[src/rtl/ex_mem_skid_pkg.sv]
// Shared EX->MEM pipeline definitions: memory op codes, default widths,
// skid-buffer state encoding and occupancy decode.
package ex_mem_skid_pkg;

    localparam int unsigned DEF_DATA_W = 32;
    localparam int unsigned DEF_ADDR_W = 32;
    localparam int unsigned DEF_REG_AW = 5;

    localparam logic [1:0] MEMRW_IDLE  = 2'b00;
    localparam logic [1:0] MEMRW_READ  = 2'b01;
    localparam logic [1:0] MEMRW_WRITE = 2'b10;

    localparam logic [DEF_DATA_W-1:0] ZERO_DATA     = '0;
    localparam logic [DEF_REG_AW-1:0] ZERO_REG_ADDR = '0;

    typedef enum logic [1:0] {
        ST_EMPTY = 2'd0,
        ST_ONE   = 2'd1,
        ST_TWO   = 2'd2
    } skid_state_t;

    function automatic logic [1:0] occ_of(input skid_state_t s);
        case (s)
            ST_ONE:  return 2'd1;
            ST_TWO:  return 2'd2;
            default: return 2'd0;
        endcase
    endfunction

endpackage

[src/rtl/ex_mem_skid_if.sv]
// Valid/ready handshake bundle carrying the EX->MEM writeback and memory fields.
interface ex_mem_skid_if #(
    parameter int unsigned DATA_W  = 32,
    parameter int unsigned ADDR_W  = 32,
    parameter int unsigned REG_AW  = 5,
    parameter int unsigned MEMRW_W = 2
);
    logic               valid;
    logic               ready;
    logic [MEMRW_W-1:0] memrw;
    logic [ADDR_W-1:0]  memaddr;
    logic [DATA_W-1:0]  memdata;
    logic [DATA_W-1:0]  wdata;
    logic [REG_AW-1:0]  waddr;
    logic               we;

    modport master (
        output valid, memrw, memaddr, memdata, wdata, waddr, we,
        input  ready
    );

    modport slave (
        input  valid, memrw, memaddr, memdata, wdata, waddr, we,
        output ready
    );
endinterface

[src/rtl/ex_mem_skid_pipe_payload_reg.sv]
// Enable-loaded payload register with asynchronous active-high reset to zero.
module pipe_payload_reg #(
    parameter int unsigned W = 8
) (
    input  logic         clk,
    input  logic         rst,
    input  logic         en,
    input  logic [W-1:0] d,
    output logic [W-1:0] q
);
    always_ff @(posedge clk or posedge rst) begin
        if (rst)
            q <= '0;
        else if (en)
            q <= d;
    end
endmodule

[src/rtl/ex_mem_skid.sv]
// EX->MEM pipeline boundary: valid/ready handshake with a main register plus
// optional skid register, synchronous flush, bubble outputs when empty.
module ex_mem_skid
    import ex_mem_skid_pkg::*;
#(
    parameter int unsigned DATA_W  = DEF_DATA_W,
    parameter int unsigned ADDR_W  = DEF_ADDR_W,
    parameter int unsigned REG_AW  = DEF_REG_AW,
    parameter int unsigned MEMRW_W = 2,
    parameter bit          SKID_EN = 1'b1
) (
    input  logic               clk,
    input  logic               rst,
    input  logic               flush,
    ex_mem_skid_if.slave       in_if,
    ex_mem_skid_if.master      out_if,
    output logic [1:0]         occupancy
);
    typedef struct packed {
        logic [MEMRW_W-1:0] memrw;
        logic [ADDR_W-1:0]  memaddr;
        logic [DATA_W-1:0]  memdata;
        logic [DATA_W-1:0]  wdata;
        logic [REG_AW-1:0]  waddr;
        logic               we;
    } payload_t;

    localparam int unsigned PL_W = $bits(payload_t);

    skid_state_t state_q, state_d;
    payload_t    in_pl, main_d, main_q, skid_q;
    logic        accept, drain;
    logic        load_main, load_skid, main_from_skid;

    assign in_pl  = '{memrw:   in_if.memrw,
                      memaddr: in_if.memaddr,
                      memdata: in_if.memdata,
                      wdata:   in_if.wdata,
                      waddr:   in_if.waddr,
                      we:      in_if.we};
    assign accept = in_if.valid & in_if.ready;
    assign drain  = out_if.valid & out_if.ready;

    always_ff @(posedge clk or posedge rst) begin
        if (rst)
            state_q <= ST_EMPTY;
        else
            state_q <= state_d;
    end

    always_comb begin
        state_d        = state_q;
        load_main      = 1'b0;
        load_skid      = 1'b0;
        main_from_skid = 1'b0;
        if (flush) begin
            state_d = ST_EMPTY;
        end else begin
            unique case (state_q)
                ST_EMPTY: if (accept) begin
                    state_d   = ST_ONE;
                    load_main = 1'b1;
                end
                ST_ONE: begin
                    if (accept && drain) begin
                        load_main = 1'b1;
                    end else if (accept) begin
                        state_d   = ST_TWO;
                        load_skid = 1'b1;
                    end else if (drain) begin
                        state_d = ST_EMPTY;
                    end
                end
                // Older skid entry is promoted before any new input is taken.
                ST_TWO: if (drain) begin
                    state_d        = ST_ONE;
                    load_main      = 1'b1;
                    main_from_skid = 1'b1;
                end
                default: state_d = ST_EMPTY;
            endcase
        end
    end

    assign main_d = main_from_skid ? skid_q : in_pl;

    pipe_payload_reg #(.W(PL_W)) u_main (
        .clk (clk),
        .rst (rst),
        .en  (load_main),
        .d   (main_d),
        .q   (main_q)
    );

    generate
        if (SKID_EN) begin : g_skid
            logic in_ready_q;

            pipe_payload_reg #(.W(PL_W)) u_skid (
                .clk (clk),
                .rst (rst),
                .en  (load_skid),
                .d   (in_pl),
                .q   (skid_q)
            );

            // Ready is taken straight from a flop so MEM back-pressure never reaches EX.
            always_ff @(posedge clk or posedge rst) begin
                if (rst)
                    in_ready_q <= 1'b1;
                else
                    in_ready_q <= (state_d != ST_TWO);
            end
            assign in_if.ready = in_ready_q;
        end else begin : g_single
            assign skid_q      = '0;
            assign in_if.ready = (state_q == ST_EMPTY) || out_if.ready;
        end
    endgenerate

    assign out_if.valid   = (state_q != ST_EMPTY);
    assign out_if.memrw   = out_if.valid ? main_q.memrw : MEMRW_W'(MEMRW_IDLE);
    assign out_if.we      = out_if.valid & main_q.we;
    assign out_if.memaddr = main_q.memaddr;
    assign out_if.memdata = main_q.memdata;
    assign out_if.wdata   = main_q.wdata;
    assign out_if.waddr   = main_q.waddr;
    assign occupancy      = occ_of(state_q);

endmodule

[src/flat_wrapper.sv]
// flat-port wrapper written by rule: the top's interface ports become plain ports
module ex_mem_skid_flat import ex_mem_skid_pkg::*;
#(
    parameter int unsigned DATA_W  = DEF_DATA_W,
    parameter int unsigned ADDR_W  = DEF_ADDR_W,
    parameter int unsigned REG_AW  = DEF_REG_AW,
    parameter int unsigned MEMRW_W = 2,
    parameter bit          SKID_EN = 1'b1
)
  (clk, rst, flush, occupancy, in_if_valid, in_if_memrw, in_if_memaddr, in_if_memdata, in_if_wdata, in_if_waddr, in_if_we, in_if_ready, out_if_valid, out_if_memrw, out_if_memaddr, out_if_memdata, out_if_wdata, out_if_waddr, out_if_we, out_if_ready);
  ex_mem_skid_if #(.DATA_W(DATA_W), .ADDR_W(ADDR_W), .REG_AW(REG_AW), .MEMRW_W(MEMRW_W)) in_if_i ();
  ex_mem_skid_if #(.DATA_W(DATA_W), .ADDR_W(ADDR_W), .REG_AW(REG_AW), .MEMRW_W(MEMRW_W)) out_if_i ();
  input  logic clk;
  input  logic rst;
  input  logic flush;
  output logic [1:0] occupancy;
  input wire logic [$bits(in_if_i.valid)-1:0] in_if_valid;
  input wire logic [$bits(in_if_i.memrw)-1:0] in_if_memrw;
  input wire logic [$bits(in_if_i.memaddr)-1:0] in_if_memaddr;
  input wire logic [$bits(in_if_i.memdata)-1:0] in_if_memdata;
  input wire logic [$bits(in_if_i.wdata)-1:0] in_if_wdata;
  input wire logic [$bits(in_if_i.waddr)-1:0] in_if_waddr;
  input wire logic [$bits(in_if_i.we)-1:0] in_if_we;
  output wire logic [$bits(in_if_i.ready)-1:0] in_if_ready;
  output wire logic [$bits(out_if_i.valid)-1:0] out_if_valid;
  output wire logic [$bits(out_if_i.memrw)-1:0] out_if_memrw;
  output wire logic [$bits(out_if_i.memaddr)-1:0] out_if_memaddr;
  output wire logic [$bits(out_if_i.memdata)-1:0] out_if_memdata;
  output wire logic [$bits(out_if_i.wdata)-1:0] out_if_wdata;
  output wire logic [$bits(out_if_i.waddr)-1:0] out_if_waddr;
  output wire logic [$bits(out_if_i.we)-1:0] out_if_we;
  input wire logic [$bits(out_if_i.ready)-1:0] out_if_ready;
  assign in_if_i.valid = in_if_valid;
  assign in_if_i.memrw = in_if_memrw;
  assign in_if_i.memaddr = in_if_memaddr;
  assign in_if_i.memdata = in_if_memdata;
  assign in_if_i.wdata = in_if_wdata;
  assign in_if_i.waddr = in_if_waddr;
  assign in_if_i.we = in_if_we;
  assign in_if_ready = in_if_i.ready;
  assign out_if_valid = out_if_i.valid;
  assign out_if_memrw = out_if_i.memrw;
  assign out_if_memaddr = out_if_i.memaddr;
  assign out_if_memdata = out_if_i.memdata;
  assign out_if_wdata = out_if_i.wdata;
  assign out_if_waddr = out_if_i.waddr;
  assign out_if_we = out_if_i.we;
  assign out_if_i.ready = out_if_ready;
  ex_mem_skid #(.DATA_W(DATA_W), .ADDR_W(ADDR_W), .REG_AW(REG_AW), .MEMRW_W(MEMRW_W), .SKID_EN(SKID_EN)) u_core (.clk(clk), .rst(rst), .flush(flush), .in_if(in_if_i), .out_if(out_if_i), .occupancy(occupancy));
endmodule
[config.mk]
export PLATFORM = sky130hd
export DESIGN_NAME = ex_mem_skid_flat
export DESIGN_NICKNAME = d
export VERILOG_FILES = /design/src/rtl/ex_mem_skid_pkg.sv /design/src/rtl/ex_mem_skid_if.sv /design/src/rtl/ex_mem_skid_pipe_payload_reg.sv /design/src/rtl/ex_mem_skid.sv /design/src/flat_wrapper.sv
export SDC_FILE = /design/constraint.sdc
export NUM_CORES = 1
export LEC_CHECK = 0
export CAP_MARGIN = 20
export CORE_AREA = 5 5 213 112
export DETAILED_ROUTE_END_ITERATION = 12
export DIE_AREA = 0 0 218 117
export DONT_BUFFER_PORTS = 1
export PLACE_DENSITY_LB_ADDON = 0.08
export SETUP_SLACK_MARGIN = 0.02
export SYNTH_ARGS = -nofsm -noshare
export SYNTH_HDL_FRONTEND = slang
export SYNTH_SLANG_ARGS = --single-unit
export TNS_END_PERCENT = 5
[constraint.sdc]
create_clock -name clk -period 10.8 [get_ports clk]
set_clock_uncertainty 0.1 [all_clocks]
set_input_delay 2.7 -clock clk [delete_from_list [all_inputs] [get_ports clk]]
set_output_delay 2.7 -clock clk [all_outputs]
set_load 0.01 [all_outputs]
==> run metrics, run 1 <==
sw power about 560 uW; setup TNS 0 ns; Max Root-Sink Buffers 3; Slew @ Worst Pin 0.9934 ns; chip width roughly 220 um; core area between 20000 and 25000 um^2; Worst-path clk slew ~0.060 ns; switch share 0.2634; outcome complete, no violations; Syn Nets ~900; Die ar. around 26000 um^2; post-CTS setup buffers 0; routed via count ~5000; Cells after DPL a little under 1000; post-placement cell area 9036 um^2; Achievable Freq 0.1982 GHz; antenna cell count 0; share of cells above drive strength 1 0.2230; hold buffers post-CTS 0; clock share of power 0.360; Antenna Nets Post-Route 0; Worst Path Required between 10 and 15 ns; Area Overhead vs Synth 2.073%; crit path kind in -> reg; Pleak 4.083 nW; Syn Area/Cell approximately 12 um^2; vias in the first global route about 5200; Tot Pwr about 2.1 mW; Sink Count between 200 and 250; Hold Path Depth 2; cell area power density roughly 220 nW/um^2; H-tree Lvls 1; synth warn 0; largest net degree at the start of global routing 135; commonest non-fill, non-tap cell in the layout dfrtp_1; CTS buffer count 21; Tmin final a little over 5 ns; Wirelength per Cell roughly 20 um; final WL just under 20 mm; synthesized netlist cell count approximately 800; crit path DAT ~5.3 ns; max-cap viol count 0; initial antenna violation count 0; Final Cycle Share 0.4671; Final nets a little under 800; Initial Util 0.4350; worst setup margin 5.755 ns; flops & latches, synth 211; RSZ-0062 raised after global routing false; clk_lat worst skew around 0.50 ns; vias per cell roughly 5; Yosys cell types 22; overall global routing resource usage 0.1531; max-slew headroom at the worst pin 0.3377; Finished Cell Area a little under 10000 um^2; worst vdd ir 99.90 uV; routability cong. around 0.74; CTS tree done; Residual DRC 0; pre-CTS setup slack approximately 5.2 ns; worst r2r path cells 5; die height 117 um; # rows 39; CP Max Fanout 40; Pint between 1.5 and 2 mW; IO Count approximately 220; max-slew violation count 0; Iter 0 DRT Violations 244; final setup fails 0; sequential area share after synthesis 0.5504; sequential power share 0.532; Final Hold Viols 0; Finished Layout Cells roughly 1000; Port Buffers 0; Detailed Place HPWL roughly 13 mm; mapped cell area roughly 9600 um^2; Min-Delay Path Class reg -> reg; Setup crit end kind register; total iterations of the first detailed-routing run 4; PostCTS Resize Cnt 0; clock root buffer clkbuf_16; commonest non-fill, non-tap cells in the layout 210 x dfrtp_1, 106 x mux2_2, 105 x nand2_1; global-route wire length before repair just over 30 mm; Gate power share 0.108; Worst setup SP type primary input; total gr overflow 0
[cell type report]
cell class | count | area [um^2]
clock buffers | 28 | 601.8
flip-flops and latches | 211 | 5281
inverters | 4 | 22.52
fillers | 2048 | 12260
clock inverters | 9 | 128.9
multi-input cells | 434 | 3288
repair buffers | 9 | 87.58
well taps | 307 | 384.1
[sequential cells by signal (all words and copies together), names as in the netlist]
signal                  count
u_core.g_skid.u_skid.q    104
u_core.in_if.ready          1
u_core.state_q              2
u_core.u_main.q           104
[final timing paths]
check	start	endpoint	slack (ns)
max in group asynchronous	rst	u_core.u_main.q[82]$_DFFE_PP0P_	7.23
min in group asynchronous	rst	u_core.u_main.q[85]$_DFFE_PP0P_	2.08
worst min register to register	u_core.u_main.q[103]$_DFFE_PP0P_	u_core.u_main.q[103]$_DFFE_PP0P_	0.39
worst max-delay path	flush	u_core.u_main.q[48]$_DFFE_PP0P_	5.76
worst max register to register	u_core.state_q[0]$_DFF_PP0_	u_core.u_main.q[48]$_DFFE_PP0P_	7.53
worst min-delay path	u_core.u_main.q[103]$_DFFE_PP0P_	u_core.u_main.q[103]$_DFFE_PP0P_	0.39
[cells in the mapped netlist]
cell | number | area share
clkbuf_1 | 9 | 0.0035
buf_4 | 108 | 0.084
dfrtp_1 | 210 | 0.55
mux2_2 | 106 | 0.12
o21ai_0 | 100 | 0.052
nand2b_1 | 1 | 0.00065
mux2i_1 | 104 | 0.11
inv_1 | 4 | 0.0016
nor2_1 | 3 | 0.0012
a41oi_4 | 1 | 0.0029
nor2b_1 | 4 | 0.0026
o22a_1 | 1 | 0.00091
nand2_1 | 105 | 0.041
dfstp_2 | 1 | 0.0027
nor4b_4 | 1 | 0.0025
or3_1 | 1 | 0.00065
and4bb_1 | 1 | 0.0013
buf_6 | 4 | 0.0047
a31oi_1 | 1 | 0.00065
buf_2 | 25 | 0.013
o21ai_1 | 4 | 0.0021
and2b_1 | 1 | 0.00078
[metal layers]
metal,vias up,share of wire,global-route usage
li1,2383,-,-
met1,2535,0.44,0.2049
met2,106,0.45,0.2338
met3,25,0.093,0.06913
met4,0,0.018,0.03010
met5,-,0,0
[worst max-delay path, cell delays in order]
cell and delay (ns):
and4bb_4 0.79, buf_4 0.66, buf_4 0.71, mux2i_1 0.27, o21ai_0 0.09
[kinds of logic after synthesis]
group / Yosys count / share of synthesized area
flops: 211 / 0.5504
mux: 210 / 0.2329
buf+inv: 150 / 0.1073
simple gates: 117 / 0.05072
compound gates: 107 / 0.05868
[power groups by stage]
stage / Clock (mW) / Sequential [mW] / Combinational (mW)
2_1_floorplan: 0 / 1.07 / 0.345
3_3_place_gp: 0 / 1.15 / 0.223
3_5_place_dp: 0 / 1.16 / 0.237
4_1_cts: 0.799 / 1.14 / 0.237
5_1_grt: 0.836 / 1.17 / 0.268
6_report: 0.772 / 1.14 / 0.231
[per-stage QoR]
stage / util / hold WS, ns
6_report: 0.4441 / 0.3858
5_1_grt: 0.4441 / 0.4118
4_1_cts: 0.4428 / 0.3906
3_5_place_dp: 0.4097 / 0.3758
3_3_place_gp: 0.4097 / 0.3627
2_1_floorplan: - / 0.3422
Note: power is estimated with default switching activity, not from simulation.
==> run 2: changes to the inputs <==
clock period = 4.2 ns   (was 10.8 ns; I/O delays follow)
==> run 2 against run 1 <==
Sequential share of layout area fell by 0.16 points. Die area did not move. Worst setup slack got worse by 4.2 ns. Register-to-register slack got worse by 5.5 ns. Wire length rose by 2.6%. Highest routed layer unchanged. Largest cell class unchanged. Global-route usage rose by 0.46 points. Sequential cell count did not move. Final cell count did not move.
==> run metrics, run 2 (synthesis gave the netlist of run 1 again) <==
outcome complete, no violations (unchanged); Sink Count 211 (unchanged); vias per cell 5.101 (was 5.039); Antenna Nets Post-Route 0 (unchanged); Iter 0 DRT Violations 411 (was 244); max-slew headroom at the worst pin 0.4187 (was 0.3377); cell area power density 555.0 nW/um^2 (was 218.9 nW/um^2); critical path's top delay family simple AND/OR/NAND/NOR gates (was buffers and inverters); chip width 218 um (unchanged); Layout Utilization 0.4454 (was 0.4441); share of cells above drive strength 1 0.2187 (was 0.2230); Slew @ Worst Pin 0.8719 ns (was 0.9934 ns); Final Hold Viols 0 (unchanged); routability cong. 0.7509 (was 0.7413); Worst Path Required 3.05 ns (was 11.05 ns); final WL 20.37 mm (was 19.85 mm); post-CTS setup buffers 0 (unchanged); total iterations of the first detailed-routing run 4 (unchanged); commonest non-fill, non-tap cell in the layout dfrtp_1 (unchanged); Cells after DPL 965 (was 964); final setup fails 0 (unchanged); clock root buffer clkbuf_16 (unchanged); CTS buffer count 21 (unchanged); vias in the first global route 5302 (was 5180); Initial Util 0.4350 (unchanged); Area Overhead vs Synth 2.373% (was 2.073%); H-tree Lvls 1 (unchanged); Port Buffers 0 (unchanged); Worst-path clk slew 0.07 ns (was 0.06 ns); Wirelength per Cell 20.33 um (was 19.81 um); post-placement cell area 9115 um^2 (was 9036 um^2); die height 117 um (unchanged); Die ar. 25510 um^2 (unchanged); Setup crit end kind output port (was register); RSZ-0062 raised after global routing false (unchanged); Crit path depth 2 (was 5); Detailed Place HPWL 13.46 mm (was 13.36 mm); Worst setup SP type register (was primary input); max-slew violation count 0 (unchanged); CP Max Fanout 7 (was 40); RR Startpoint u_core.in_if.ready$_DFF_PP1_ (was u_core.state_q[0]$_DFF_PP0_); commonest non-fill, non-tap cells in the layout 210 x dfrtp_1, 106 x mux2_2, 105 x nand2_1 (unchanged); register-to-register setup slack 2.02 ns (was 7.53 ns); worst setup margin 1.596 ns (was 5.755 ns); initial antenna violation count 0 (unchanged); Pleak 4.088 nW (was 4.083 nW); r2r endpoint u_core.g_skid.u_skid.q[23]$_DFFE_PP0P_ (was u_core.u_main.q[48]$_DFFE_PP0P_); Achievable Freq 0.3840 GHz; CP Cell Sequence nor2_1 > nor2b_1 (was and4bb_4 > buf_4 > buf_4 > mux2i_1 > o21ai_0); setup TNS 0 ns (unchanged); # rows 39 (unchanged); CTS tree done (unchanged); Largest regs u_core.g_skid.u_skid.q: 104 flops, u_core.u_main.q: 104 flops, u_core.state_q: 2 flops (unchanged); clk_lat worst skew 0.50 ns (about the same); Slowest cell on crit path dfrtp_1 (was and4bb_4); Finished Layout Cells 1002 (unchanged); core area 22060 um^2 (unchanged); global-route wire length before repair 31.69 mm (was 30.93 mm); Residual DRC 0 (unchanged); Final Cycle Share 0.6200; antenna cell count 0 (unchanged); Finished Cell Area 9823 um^2 (was 9794 um^2); crit path DAT 1.45 ns (was 5.29 ns); pre-CTS setup slack 1.443 ns (was 5.236 ns); largest net degree at the start of global routing 111 (was 135); hold buffers post-CTS 0 (unchanged); Min-Delay Path Class in -> async (was reg -> reg); crit path kind reg -> out (was in -> reg); Tmin final roughly 2.6 ns; PostCTS Resize Cnt 0 (unchanged); IO Count 217 (unchanged); Buf+Inv Stages, Crit Path 0 (was 2); Final nets 791 (was 790); routed via count 5111 (was 5049); max-cap viol count 0 (unchanged); Crit path largest cell delay 0.44 ns (was 0.79 ns); overall global routing resource usage 0.1576 (was 0.1531); total gr overflow 0 (unchanged); worst r2r path cells 4 (was 5); worst vdd ir 261.9 uV (was 99.90 uV); Max Root-Sink Buffers 3 (unchanged)
==> run 2: cell types whose count changed in the layout (fill, tap and decap cells not counted), sizes merged <==
cell / before / now
buf: 9 / 10
clkbuf: 28 / 31
inv: 5 / 3
bufinv: 3 / 2
clkinvlp: 2 / 1
==> run 2: per-layer routing <==
layer  wire [um]  global-route usage  vias up
met2        9213              0.2475      118
met3        1869             0.06708       31
met1        8869              0.2064     2585
met4         419             0.03595        0
met5           0                   0        -
li1            -                   -     2377
==> run 2: power breakdown <==
part           switching, mW  internal, mW
sequential             0.406          2.53
combinational          0.262         0.344
clock                  0.781          1.13
total                   1.45          4.00
==> run 2: layout make-up <==
| class | instances | area, um^2 |
|---|---|---|
| fillers | 2007 | 12230 |
| multi-input cells | 434 | 3288 |
| clock buffers | 31 | 613.1 |
| flip-flops and latches | 211 | 5281 |
| repair buffers | 10 | 162.7 |
| well taps | 307 | 384.1 |
| clock inverters | 5 | 75.07 |
| inverters | 4 | 18.77 |
==> run 2: worst max-delay path by stage <==
stage,from,to
6_report,u_core.state_q[1]$_DFF_PP0_,out_if_memrw[1]
5_1_grt,u_core.state_q[1]$_DFF_PP0_,out_if_we
4_1_cts,u_core.state_q[1]$_DFF_PP0_,out_if_we
3_5_place_dp,flush,u_core.u_main.q[40]$_DFFE_PP0P_
3_3_place_gp,flush,u_core.u_main.q[100]$_DFFE_PP0P_
2_1_floorplan,rst,u_core.g_skid.u_skid.q[0]$_DFFE_PP0P_
==> run 2: through the flow <==
step	power, mW	hold slack, ns
after floorplan	3.634	0.3422
after global placement	3.539	0.3639
after detailed placement	3.601	0.3708
after CTS	5.539	0.3849
after global routing	5.755	0.2809
final	5.452	0.2866
==> run 2: worst register-to-register path, stage by stage (launching register included) <==
cell	delay (ns)
dfstp_2	0.61
nand2_1	0.15
nor4b_4	0.32
buf_4	0.47
mux2_2	0.42
==> run 3: changes to the inputs <==
clock period = 2.5 ns   (was 4.2 ns; I/O delays follow)
==> run 3 against run 2 <==
Register-to-register slack got worse by 1.6 ns. Combinational power rose by 67%. First-iteration DRC count fell by 41%. Via count rose by 0.23%. Sequential power rose by 68%. Clock-buffer cell count fell by 3. Non-clock buffer count rose by 1. Critical endpoint unchanged.
==> run metrics, run 3 (synthesis gave the netlist of run 1 again) <==
crit path kind reg -> out (unchanged); Sink Count 211 (unchanged); share of cells above drive strength 1 0.2213 (was 0.2187); Final Hold Viols 0 (unchanged); Pleak 4.095 nW (was 4.088 nW); setup TNS 0 ns (unchanged); register-to-register setup slack 0.38 ns (was 2.02 ns); post-placement cell area 9155 um^2 (was 9115 um^2); max-cap viol count 0 (unchanged); worst vdd ir 512.3 uV (was 261.9 uV); Finished Cell Area 9857 um^2 (was 9823 um^2); final WL 19.53 mm (was 20.37 mm); Detailed Place HPWL 12.95 mm (was 13.46 mm); Tmin final 2.196 ns; commonest non-fill, non-tap cells in the layout 210 x dfrtp_1, 106 x mux2_2, 105 x nand2_1 (unchanged); clock root buffer clkbuf_16 (unchanged); clk_lat worst skew 0.49 ns (was 0.50 ns); Residual DRC 0 (unchanged); RSZ-0062 raised after global routing false (unchanged); max-slew headroom at the worst pin 0.5943 (was 0.4187); CP Cell Sequence nor2_1 > nor2b_1 (unchanged); Worst Path Required 1.77 ns (was 3.05 ns); Achievable Freq about 0.46 GHz; Worst setup SP type register (unchanged); IO Count 217 (unchanged); Largest regs u_core.g_skid.u_skid.q: 104 flops, u_core.u_main.q: 104 flops, u_core.state_q: 2 flops (unchanged); Wirelength per Cell 19.47 um (was 20.33 um); Setup crit end kind output port (unchanged); initial antenna violation count 0 (unchanged); Die ar. 25510 um^2 (unchanged); Area Overhead vs Synth 2.725% (was 2.373%); vias per cell 5.108 (was 5.101); max-slew violation count 0 (unchanged); post-CTS setup buffers 0 (unchanged); Final Cycle Share 0.8784; Crit path largest cell delay 0.43 ns (was 0.44 ns); overall global routing resource usage 0.1517 (was 0.1576); Iter 0 DRT Violations 244 (was 411); Initial Util 0.4350 (unchanged); hold buffers post-CTS 0 (unchanged); CTS buffer count 21 (unchanged); CP Max Fanout 7 (unchanged); total iterations of the first detailed-routing run 4 (unchanged); # fillers 2003 (was 2007); Port Buffers 0 (unchanged); Tot Pwr 9.185 mW (was 5.452 mW); PostCTS Resize Cnt 0 (unchanged); H-tree Lvls 1 (unchanged); Max Root-Sink Buffers 3 (unchanged); vias in the first global route 5288 (was 5302); largest net degree at the start of global routing 113 (was 111); routed via count 5123 (was 5111); CTS tree done (unchanged); Min-Delay Path Class in -> async (unchanged); Antenna Nets Post-Route 0 (unchanged); critical path's top delay family simple AND/OR/NAND/NOR gates (unchanged); routability cong. 0.7538 (was 0.7509); # rows 39 (unchanged); commonest non-fill, non-tap cell in the layout dfrtp_1 (unchanged); core area 22060 um^2 (unchanged); Worst-path clk slew 0.06 ns (was 0.07 ns); Slowest cell on crit path dfrtp_1 (unchanged); chip width 218 um (unchanged); Slew @ Worst Pin 0.6086 ns (was 0.8719 ns); crit path DAT 1.47 ns (was 1.45 ns); die height 117 um (unchanged); outcome complete, no violations (unchanged); cell area power density 931.8 nW/um^2 (was 555.0 nW/um^2); antenna cell count 0 (unchanged); global-route wire length before repair 30.74 mm (was 31.69 mm); Buf+Inv Stages, Crit Path 0 (unchanged); final setup fails 0 (unchanged); total gr overflow 0 (unchanged); Final nets 792 (was 791)
run 3: power breakdown:
group	switching [mW]	total, mW	internal [mW]
clock	1.31	3.26	1.94
sequential	0.670	4.92	4.25
combinational	0.432	1.01	0.576
total	2.42	9.19	6.77
run 3: per-layer routing:
metal  GRT usage  share of wire  vias up
li1            -              -     2386
met1      0.1929           0.43     2572
met2      0.2382           0.45      132
met3     0.06939          0.099       33
met4     0.04139          0.025        0
met5           0              0        -
run 3: worst register-to-register path: cells and delay by family, from the launching register on:
| family | cells | cell delay, ns |
|---|---|---|
| muxes | 1 | 0.43 |
| buffers and inverters | 2 | 0.50 |
| and+or+nand+nor | 2 | 0.37 |
| DFF | 1 | 0.61 |
run 3: area by class of cell:
type                            count  area (um^2)  share of cell area
Clock buffer                       28        581.8             0.05903
Sequential cell                   211         5281              0.5358
Multi-Input combinational cell    434         3288              0.3336
Clock inverter                      8        120.1             0.01219
Timing Repair Buffer               11        182.7             0.01853
Tap cell                          307        384.1             0.03897
Inverter                            4        18.77            0.001904
run 3: metrics by stage:
| stage | util | hold WS (ns) | std cells | worst slack, ns |
|---|---|---|---|---|
| after floorplan | - | 0.3422 | 795 | -0.9664 |
| after global placement | 0.4151 | 0.3629 | 967 | 0.4135 |
| after detailed placement | 0.4151 | 0.3724 | 967 | 0.3661 |
| after CTS | 0.4469 | 0.03773 | 1003 | 0.2345 |
| after global routing | 0.4469 | 0.05142 | 1003 | 0.2161 |
| final | 0.4469 | 0.04331 | 1003 | 0.3039 |
run 3: path summary, 6_finish.rpt:
path	start	end	cells after the start
max	u_core.state_q[1]$_DFF_PP0_	out_if_memrw[1]	2
min	rst	u_core.g_skid.u_skid.q[34]$_DFFE_PP0P_	2
max reg2reg	u_core.in_if.ready$_DFF_PP1_	u_core.g_skid.u_skid.q[6]$_DFFE_PP0P_	5
min reg2reg	u_core.u_main.q[0]$_DFFE_PP0P_	u_core.u_main.q[0]$_DFFE_PP0P_	2
max in group asynchronous	rst	u_core.u_main.q[23]$_DFFE_PP0P_	2
min in group clk	flush	u_core.state_q[0]$_DFF_PP0_	1
